$ cat config.mk
export PLATFORM = sky130hd
export DESIGN_NAME = wb_timer_sched
export DESIGN_NICKNAME = d
export VERILOG_FILES = /design/src/rtl/wb_timer_sched.sv
export SDC_FILE = /design/constraint.sdc
export NUM_CORES = 2
export LEC_CHECK = 0
export ABC_CLOCK_PERIOD_IN_PS = 5810
export CAP_MARGIN = 0
export CORE_MARGIN = 1
export CORE_UTILIZATION = 55
export CTS_BUF_LIST = sky130_fd_sc_hd__clkbuf_4
export DETAILED_ROUTE_END_ITERATION = 8
export GPL_ROUTABILITY_DRIVEN = 0
export PLACE_DENSITY_LB_ADDON = 0.12
export SLEW_MARGIN = 30
export SYNTH_ARGS = -nofsm -noshare
export SYNTH_HDL_FRONTEND = slang
export SYNTH_SLANG_ARGS = --single-unit
$ cat constraint.sdc
create_clock -name clk_i -period 5.81 [get_ports clk_i]
set_clock_uncertainty 0.1 [all_clocks]
set_input_delay 0.581 -clock clk_i [delete_from_list [all_inputs] [get_ports clk_i]]
set_output_delay 0.581 -clock clk_i [all_outputs]
set_load 0.02 [all_outputs]
$ cat src/rtl/wb_timer_sched.sv
// Multiplexes NUM_CH software deadline channels onto the single mtimecmp of wb_timer.
// Optional auto-reload channels are enabled by defining TIMER_SCHED_PERIODIC_EN.
module wb_timer_sched #(
   parameter int          WB_DATA_WIDTH = 32,
   parameter int          WB_ADDR_WIDTH = 32,
   parameter int          WB_SEL_WIDTH  = 4,
   parameter int          NUM_CH        = 4,
   parameter logic [31:0] TIMER_BASE    = 32'h0
) (
   input  logic                     clk_i,
   input  logic                     rst_i,
   input  logic [WB_ADDR_WIDTH-1:0] wb_addr_i,
   input  logic [WB_DATA_WIDTH-1:0] wb_data_i,
   input  logic                     wb_we_i,
   input  logic [WB_SEL_WIDTH-1:0]  wb_sel_i,
   input  logic                     wb_stb_i,
   input  logic                     wb_cyc_i,
   output logic                     wb_ack_o,
   output logic [WB_DATA_WIDTH-1:0] wb_data_o,
   output logic [WB_ADDR_WIDTH-1:0] m_addr_o,
   output logic [WB_DATA_WIDTH-1:0] m_data_o,
   output logic                     m_we_o,
   output logic [WB_SEL_WIDTH-1:0]  m_sel_o,
   output logic                     m_stb_o,
   output logic                     m_cyc_o,
   input  logic                     m_ack_i,
   input  logic [WB_DATA_WIDTH-1:0] m_data_i,
   input  logic                     timer_irq_i,
   output logic                     irq_o
);
   // wb_timer register offsets: mtime lo/hi, mtimecmp lo/hi
   localparam logic [31:0] OFF_MTIME_LO = 32'h0;
   localparam logic [31:0] OFF_MTIME_HI = 32'h4;
   localparam logic [31:0] OFF_CMP_LO   = 32'h8;
   localparam logic [31:0] OFF_CMP_HI   = 32'hC;

   typedef enum logic [3:0] {
      S_INIT_HI, S_INIT_LO, S_IDLE, S_RD_HI0, S_RD_LO, S_RD_HI1,
      S_EXPIRE, S_SCAN, S_PROG_HI0, S_PROG_LO, S_PROG_HI1
   } state_t;

   state_t            state;
   logic [NUM_CH-1:0] pending, armed, irq_en, exp_hit;
   logic [63:0]       deadline [NUM_CH];
`ifdef TIMER_SCHED_PERIODIC_EN
   logic [63:0]       period [NUM_CH];
`endif
   logic              resched;
   logic [1:0]        holdoff;
   logic [2:0]        idx;
   logic              last_ch;
   logic [31:0]       hi0, lo;
   logic [63:0]       mtime, min_dl;
   logic              bus_req, bus_we, bus_done;
   logic [31:0]       bus_off, bus_data;
   logic [5:0]        word;
   logic [2:0]        ch;
   logic              wr_en;
   logic [31:0]       rdata;
   logic              unused;

   assign word     = wb_addr_i[7:2];
   assign ch       = word[3:1];
   assign wr_en    = wb_cyc_i & wb_stb_i & wb_we_i & ~wb_ack_o;
   assign last_ch  = (idx == 3'(NUM_CH - 1));
   assign bus_done = m_cyc_o & m_ack_i;
   assign m_sel_o  = '1;
   assign irq_o    = |(pending & irq_en);
   assign wb_data_o = WB_DATA_WIDTH'(rdata);
   assign unused   = ^{wb_sel_i, wb_addr_i};

   always_comb begin
      exp_hit = '0;
      for (int i = 0; i < NUM_CH; i++)
         if (state == S_EXPIRE && idx == 3'(i) && armed[i] && deadline[i] <= mtime)
            exp_hit[i] = 1'b1;
   end

   always_comb begin
      rdata = '0;
      case (word)
         6'd0: rdata[NUM_CH-1:0] = pending;
         6'd1: rdata[NUM_CH-1:0] = armed;
         6'd2: rdata[NUM_CH-1:0] = irq_en;
         6'd3: rdata[0] = (state != S_IDLE);
         default: begin
            for (int i = 0; i < NUM_CH; i++) begin
               if (word[5:4] == 2'b01 && ch == 3'(i))
                  rdata = word[0] ? deadline[i][63:32] : deadline[i][31:0];
`ifdef TIMER_SCHED_PERIODIC_EN
               if (word[5:4] == 2'b10 && ch == 3'(i))
                  rdata = word[0] ? period[i][63:32] : period[i][31:0];
`endif
            end
         end
      endcase
   end

   // Master transaction issued by each bus-owning state
   always_comb begin
      bus_req  = 1'b1;
      bus_we   = 1'b1;
      bus_off  = OFF_CMP_HI;
      bus_data = 32'hFFFF_FFFF;
      case (state)
         S_INIT_HI, S_PROG_HI0: begin end
         S_INIT_LO:  bus_off = OFF_CMP_LO;
         S_RD_HI0, S_RD_HI1: begin bus_we = 1'b0; bus_off = OFF_MTIME_HI; bus_data = '0; end
         S_RD_LO:    begin bus_we = 1'b0; bus_off = OFF_MTIME_LO; bus_data = '0; end
         S_PROG_LO:  begin bus_off = OFF_CMP_LO; bus_data = min_dl[31:0]; end
         S_PROG_HI1: bus_data = min_dl[63:32];
         default:    bus_req = 1'b0;
      endcase
   end

   always_ff @(posedge clk_i) begin
      if (rst_i) begin
         state    <= S_INIT_HI;
         pending  <= '0;
         armed    <= '0;
         irq_en   <= '0;
         resched  <= 1'b0;
         holdoff  <= '0;
         idx      <= '0;
         hi0      <= '0;
         lo       <= '0;
         mtime    <= '0;
         min_dl   <= '0;
         wb_ack_o <= 1'b0;
         m_cyc_o  <= 1'b0;
         m_stb_o  <= 1'b0;
         m_we_o   <= 1'b0;
         m_addr_o <= '0;
         m_data_o <= '0;
         for (int i = 0; i < NUM_CH; i++) begin
            deadline[i] <= '0;
`ifdef TIMER_SCHED_PERIODIC_EN
            period[i]   <= '0;
`endif
         end
      end else begin
         wb_ack_o <= wb_cyc_i & wb_stb_i & ~wb_ack_o;
         if (bus_req) begin
            if (!m_cyc_o) begin
               m_cyc_o  <= 1'b1;
               m_stb_o  <= 1'b1;
               m_we_o   <= bus_we;
               m_addr_o <= WB_ADDR_WIDTH'(TIMER_BASE + bus_off);
               m_data_o <= WB_DATA_WIDTH'(bus_data);
            end else if (m_ack_i) begin
               m_cyc_o <= 1'b0;
               m_stb_o <= 1'b0;
               m_we_o  <= 1'b0;
            end
         end
         case (state)
            S_INIT_HI: if (bus_done) state <= S_INIT_LO;
            S_INIT_LO: if (bus_done) begin holdoff <= 2'd2; state <= S_IDLE; end
            S_IDLE: begin
               if (holdoff != 2'd0) holdoff <= holdoff - 2'd1;
               if (timer_irq_i && holdoff == 2'd0) state <= S_RD_HI0;
               else if (resched) begin
                  resched <= 1'b0;
                  idx     <= '0;
                  min_dl  <= '1;
                  state   <= S_SCAN;
               end
            end
            S_RD_HI0: if (bus_done) begin hi0 <= m_data_i[31:0]; state <= S_RD_LO; end
            S_RD_LO:  if (bus_done) begin lo <= m_data_i[31:0]; state <= S_RD_HI1; end
            S_RD_HI1: if (bus_done) begin
               // A carry between the LO and HI reads: re-read LO against the new HI
               if (m_data_i[31:0] != hi0) begin
                  hi0   <= m_data_i[31:0];
                  state <= S_RD_LO;
               end else begin
                  mtime <= {m_data_i[31:0], lo};
                  idx   <= '0;
                  state <= S_EXPIRE;
               end
            end
            S_EXPIRE: begin
               for (int i = 0; i < NUM_CH; i++) begin
                  if (exp_hit[i]) begin
`ifdef TIMER_SCHED_PERIODIC_EN
                     if (period[i] != 64'd0) deadline[i] <= deadline[i] + period[i];
                     else armed[i] <= 1'b0;
`else
                     armed[i] <= 1'b0;
`endif
                  end
               end
               pending <= pending | exp_hit;
               if (last_ch) begin idx <= '0; min_dl <= '1; state <= S_SCAN; end
               else idx <= idx + 3'd1;
            end
            S_SCAN: begin
               for (int i = 0; i < NUM_CH; i++)
                  if (idx == 3'(i) && armed[i] && deadline[i] < min_dl) min_dl <= deadline[i];
               if (last_ch) state <= S_PROG_HI0;
               else idx <= idx + 3'd1;
            end
            S_PROG_HI0: if (bus_done) state <= S_PROG_LO;
            S_PROG_LO:  if (bus_done) state <= S_PROG_HI1;
            S_PROG_HI1: if (bus_done) begin holdoff <= 2'd2; state <= S_IDLE; end
            default: state <= S_INIT_HI;
         endcase
         // Slave writes come last so software wins over the FSM, except that an expiry set beats W1C
         if (wr_en) begin
            case (word)
               6'd0: pending <= (pending & ~wb_data_i[NUM_CH-1:0]) | exp_hit;
               6'd2: irq_en  <= wb_data_i[NUM_CH-1:0];
               default: begin
                  for (int i = 0; i < NUM_CH; i++) begin
                     if (word[5:4] == 2'b01 && ch == 3'(i)) begin
                        if (word[0]) begin deadline[i][63:32] <= wb_data_i[31:0]; armed[i] <= 1'b1; end
                        else begin deadline[i][31:0] <= wb_data_i[31:0]; armed[i] <= 1'b0; end
                        resched <= 1'b1;
                     end
`ifdef TIMER_SCHED_PERIODIC_EN
                     if (word[5:4] == 2'b10 && ch == 3'(i)) begin
                        if (word[0]) period[i][63:32] <= wb_data_i[31:0];
                        else period[i][31:0] <= wb_data_i[31:0];
                     end
`endif
                  end
               end
            endcase
         end
      end
   end
endmodule
### Word-level counts from Yosys, hierarchy flattened

Memory sizes are Yosys's and may differ from the RTL's.
Index checks and enable logic that the tools add are counted.

* memories: 1
* logic and storage cells: 275
* output and inout bits: 105
* bits in registers: 282
* bits in writable memories: 256
* bits of input ports: 107

Memories
* deadline: depth 4, bits a word 64, read ports 4, clocked after Yosys merged registers in 0, wr ports 4, RTL line 44 `logic [63:0] deadline [NUM_CH];`

* bitwise operators: 21
* $add $sub $neg: 2
* multiplexer cells: 133
* $lt $le $gt $ge: 8
* reduce and logical (&&, ||, !) cells: 53
* equality and inequality tests: 40

Operator list (number)
* 32-bit 2-to-1 mux: 19
* 64-bit 2-to-1 mux: 7
* 64-bit less-or-equal comparator: 4
* 64-bit less-than comparator: 4
* 64-bit case mux with 3 select lines: 1
* 32-bit case mux with 3 select lines: 1
* 1-bit 2-to-1 mux: 71
* 4-bit 2-to-1 mux: 17
* 32-bit case mux with 2 select lines: 1
* 4-bit case mux with 10 select lines: 1
* 32-bit inequality test: 1
* 28-bit 2-to-1 mux: 1
* 2-bit inequality test (second input constant): 14
* 1-bit logical AND: 25
* 3-bit case mux with 4 select lines: 2
* 3-bit 2-to-1 mux: 6
* 4-bit by 3-bit equality test with 1-bit output (second input constant): 4
* 3-bit by 2-bit equality test with 1-bit output (second input constant): 4
* 4-bit equality test (second input constant): 3
* 6-bit by 2-bit equality test with 1-bit output (second input constant): 2
* 4-bit case mux with 3 select lines: 1
* 10-bit AND reduction: 1
* 4-bit AND: 2
* 4-bit by 2-bit equality test with 1-bit output (second input constant): 2
* other kinds (34): 63

### Depth between registers and ports, before layout

* word-level depth: 10
* depth in mapped cells: 13
* gate-level depth less buffers: 11

### Least setup slack after synthesis

Ideal clock, no wire load.

* kind: input-to-reg
* from: input port wb_addr_i[2]
* to: memory deadline[0][0], enable pin
* data required time: 5.242 ns
* setup slack: 1.376 ns
* library setup time: 0.468 ns
* stages: 5
* data arrival time: 3.866 ns
* path through: clkbuf_1 clkbuf_1 clkbuf_1 clkbuf_1 o21ai_0

RTL lines
* start: declaration: RTL line 12 `input logic [WB_ADDR_WIDTH-1:0] wb_addr_i,`
* end: declaration: RTL line 44

### Worst setup path in the final report

* from: register min_dl[46]
* to: register min_dl[48]

* cells in the longest elaborated chain, start to end: 6
* elaborated cells between the ends (all ways): 14
* classes of those cells: order compare (4); eq/ne (1); mux (4); reduce/logical (5)

RTL lines
* start: declaration: RTL line 53 `logic [63:0] mtime, min_dl;`
* start signal: assignment: RTL line 199 `if (idx == 3'(i) && armed[i] && deadline[i] < min_dl) min_dl <= deadline[i];`
* 64-bit less-than comparator: RTL line 199
* 1-bit logical AND: RTL line 199
* 64-bit 2-to-1 mux (3 in series): RTL line 199
* 64-bit case mux with 3 select lines: RTL line 156 `case (state)`

Several ways; a longest one is shown, not always the timed one.
A chain may end at the register's enable or synchronous reset.

==> impl_results.md <==
* Status: complete, no violations
* Post-synthesis sequential area ratio at about 36%
* Worst path most repeated cell: buf_4
* XOR/XNOR share of the synthesized area at 0.878%
* Resized cells post-CTS at 0
* Crit Path Max Fanout at 74
* Main synth FF type: edfxtp_1
* Die footprint at approximately 0.065 mm2
* CTS Buffer Depth at 3
* DP Wirelength at 97900 um
* Crit Path Class: reg -> reg
* Drt via density at 6.74
* Synth Area in Adders at a little under a fifth
* CTS buffer count at about 140
* Hold-fix buffers, CTS at 1
* Final Slew Violations at 0
* Seq pwr share at 46.7%
* Clock Tree Root: clkbuf_4
* Startpoint Class: register
* Worst-path clk slew at 70 ps
* Switching Share at around 29%
* Final non-filler cell total at around 4800
* Leakage Power at between 15 and 20 nW
* Core Region at between 0.06 and 0.07 mm2
* CP Depth at 13
* Worst-margin pin slew at 984 ps
* Final setup viols at 0
* H-tree depth at 4
* Sequential cell area at 0.0127 mm2
* Total clock sinks at roughly 510
* Fraction of registers with async set/reset at 0%
* Initial DRT Pass Iterations at 8
* Post-CTS Setup Bufs at 0
* DR vias at 32500
* Unrepaired setup endpoints after global routing: false
* Critical path's largest stage delay at about 750 ps
* Syn avg cell area at approximately 9.4 um2
* Initial Utilization at 55.6%
* Die H at around 250 um
* Switch Pwr at 2.45 mW
* Wirelength, routed at between 100000 and 150000 um
* Final TNS setup at 0 ps
* Synth top cells by count: ha_1, nand2_1, nor2_1, and2_1, edfxtp_1
* Final hold vios at 0
* Reg2Reg Depth at 13
* Yosys Warn Count at 0
* Dominant cell type by area after synthesis: edfxtp_1
* WP buf/inv at 3
* Max Cap Violations at 0
* Most frequent cell after synthesis: ha_1
* Ranking of synthesized cells by area: edfxtp_1, ha_1, dfxtp_1
* Pwr Total at 8.59 mW
* Vias in the first global route at about 31000
* Clock power share at 41.3%
* #FFs+latches synth at 508
* Io pins at about 210
* CP required at 6630 ps
* Largest family of logic cells by synthesized area: adder cells
* Pin count of the biggest net entering global routing at approximately 90
* Area share of and/or/nand/nor cells after synthesis at 17.2%
* GRT Overall Usage at 42.3%
* DRC at 0
* Row count at 92
* Final min period at between 4000 and 5000 ps
* Die width at around 250 um
* Final period utilization at about four fifths
* Buffers on Ports at 147
* Crit path max-delay family: buffers and inverters
* 1st-iter DRT viols at 4325
* Critical path, cell by cell: inv_1, ha_1, nand4_1, nor4_2, nand2_1, o2111ai_1, a221o_4, buf_4, buf_4, nor2_1, a31oi_1, o22ai_1, o21ai_0
* Syn Inst Count at 3705
* Synth unique cells at 74
* Antenna viol nets, final at 0
* Cell Area, Synth at 0.0349 mm2
* Aggregate global routing overflow at 0
* Final Hold Slack at between 60 and 70 ps
* Synth top area share at between 20% and 30%
* Power Internal at 6.14 mW
* Compound-Gate Fraction of Synth Area at 15.6%
* Power density over the cells at 219 mW/mm2
* Total placed cells including tap cells at 4567
* Fraction of layout instances using a drive strength above 1 at 9.95%
* Peak supply drop at 0.154 mV
* Slowest CP cell: nor4_2
* Comb pwr share at 12.0%
* Crit end category: register
* Hold path cells at 3
* # fillers at roughly 5300
* WL per Instance at 28.5 um
* Hold WC Path Type: in -> reg
* CP arrival at 5550 ps
* Number of synthesized flops with an enable pin at 256
* Achievable Freq at 211 MHz
* Area Overhead vs Synth at 12.4%
* CTS tree: done
* Slew HR at 33.8%
* Clk_lat worst skew at 1030 ps
* Multi-input logic area at 0.0210 mm2
* Initial antenna violation count at 6
* First-pass GRT wire length at 198000 um
* Mux share of post-synthesis cell area at 7.01%
* Nets at approximately 4500
## cells by family (layout without fill, tap and decap cells)
family          count (synthesis)  in the layout
compound gates                885            885
xor+xnor                       35             35
fa+ha+maj                     515            515
buf+inv                       366            607
flops                         508            508
mux                           173            173
other cells                     2             38
simple gates                 1221           1221
## per-layer routing
| layer | vias to the layer above | GRT usage (%) | share of wire (%) |
|---|---|---|---|
| li1 | 14100 | - | - |
| met1 | 15500 | 52.2 | 36 |
| met2 | 2457 | 60.8 | 41 |
| met3 | 562 | 16.8 | 15 |
| met4 | 2 | 27.8 | 7.1 |
| met5 | - | 0 | 0.010 |
## power by group through the flow
stage / clock (mW) / sequential (mW) / combinational [mW]
floorplan: 0 / 4.04 / 0.576
global placement: 0 / 4.07 / 0.950
detailed placement: 0 / 4.08 / 0.986
CTS: 3.57 / 4.00 / 0.994
global route: 3.76 / 4.01 / 1.10
finish: 3.55 / 4.01 / 1.03
## worst reg2reg max path, delay by kind of cell, from the launching register on
| family | cells | cell delay, ps |
|---|---|---|
| AO/OA/AOI/OAI | 5 | 940 |
| adder cells (fa/ha/maj) | 1 | 350 |
| AND/OR/NAND/NOR | 4 | 1370 |
| buffers and inverters | 3 | 1430 |
| flip-flops | 1 | 410 |
## cell usage in the layout (no fill, tap or decap), types with 9 or more instances in the layout
cell             instances
nor3_1                  30
o211ai_1                14
ha_1                   515
o22ai_1                 65
nor2_1                 306
nor4_1                  15
clkinv_1                26
o21ai_0                227
a22oi_1                 10
o21ai_1                 23
and4_1                  10
clkinv_2                11
nand3_1                104
a21o_1                  86
a211oi_1                25
nand2_1                306
mux2i_1                112
buf_4                   48
clkbuf_4               208
and2_1                 259
xor2_1                  10
xnor2_1                 25
conb_1                  34
a21oi_1                227
nor2b_1                 21
o21a_1                  18
edfxtp_1               256
mux4_2                  57
a31oi_1                 71
inv_1                  148
a221oi_1                39
nand2b_1                14
nand4_1                109
clkdlybuf4s50_1        143
dfxtp_1                252
o221ai_1                 9
## per-stage QoR
| step | utilization [%] | instance area, um2 | setup WS [ps] |
|---|---|---|---|
| finish | 62.5 | 39300 | 1080 |
| global route | 62.5 | 39300 | 926 |
| CTS | 62.4 | 39200 | 1120 |
| detailed placement | 59.4 | 37300 | 1160 |
| global placement | 59.3 | 37300 | 1410 |
| floorplan | - | 35000 | 1380 |
## area by class of cell
| class | count | area share, % |
|---|---|---|
| multi-input combinational | 2863 | 53.6 |
| sequential | 508 | 32.4 |
| timing repair buffer | 201 | 4.98 |
| clock buffer | 208 | 3.98 |
| tap | 846 | 2.70 |
| inverter | 151 | 1.45 |
| clock inverter | 47 | 0.895 |
| antenna | 4 | 0.0255 |
## final timing paths
check        startpoint    endpoint  slack [ps]
max          min_dl[46]  min_dl[48]        1080
min            wb_cyc_i    wb_ack_o          70
max reg2reg  min_dl[46]  min_dl[48]        1080
min reg2reg      lo[21]      lo[21]         360
## sequential cells by signal (all words and copies together), names as in the netlist, 3 cells and up
signal / cells
armed: 4
deadline: 256
hi0: 32
idx: 3
irq_en: 4
lo: 32
m_data_o: 32
min_dl: 64
mtime: 64
pending: 4
state: 4
Power figures use the tool's default switching activity.
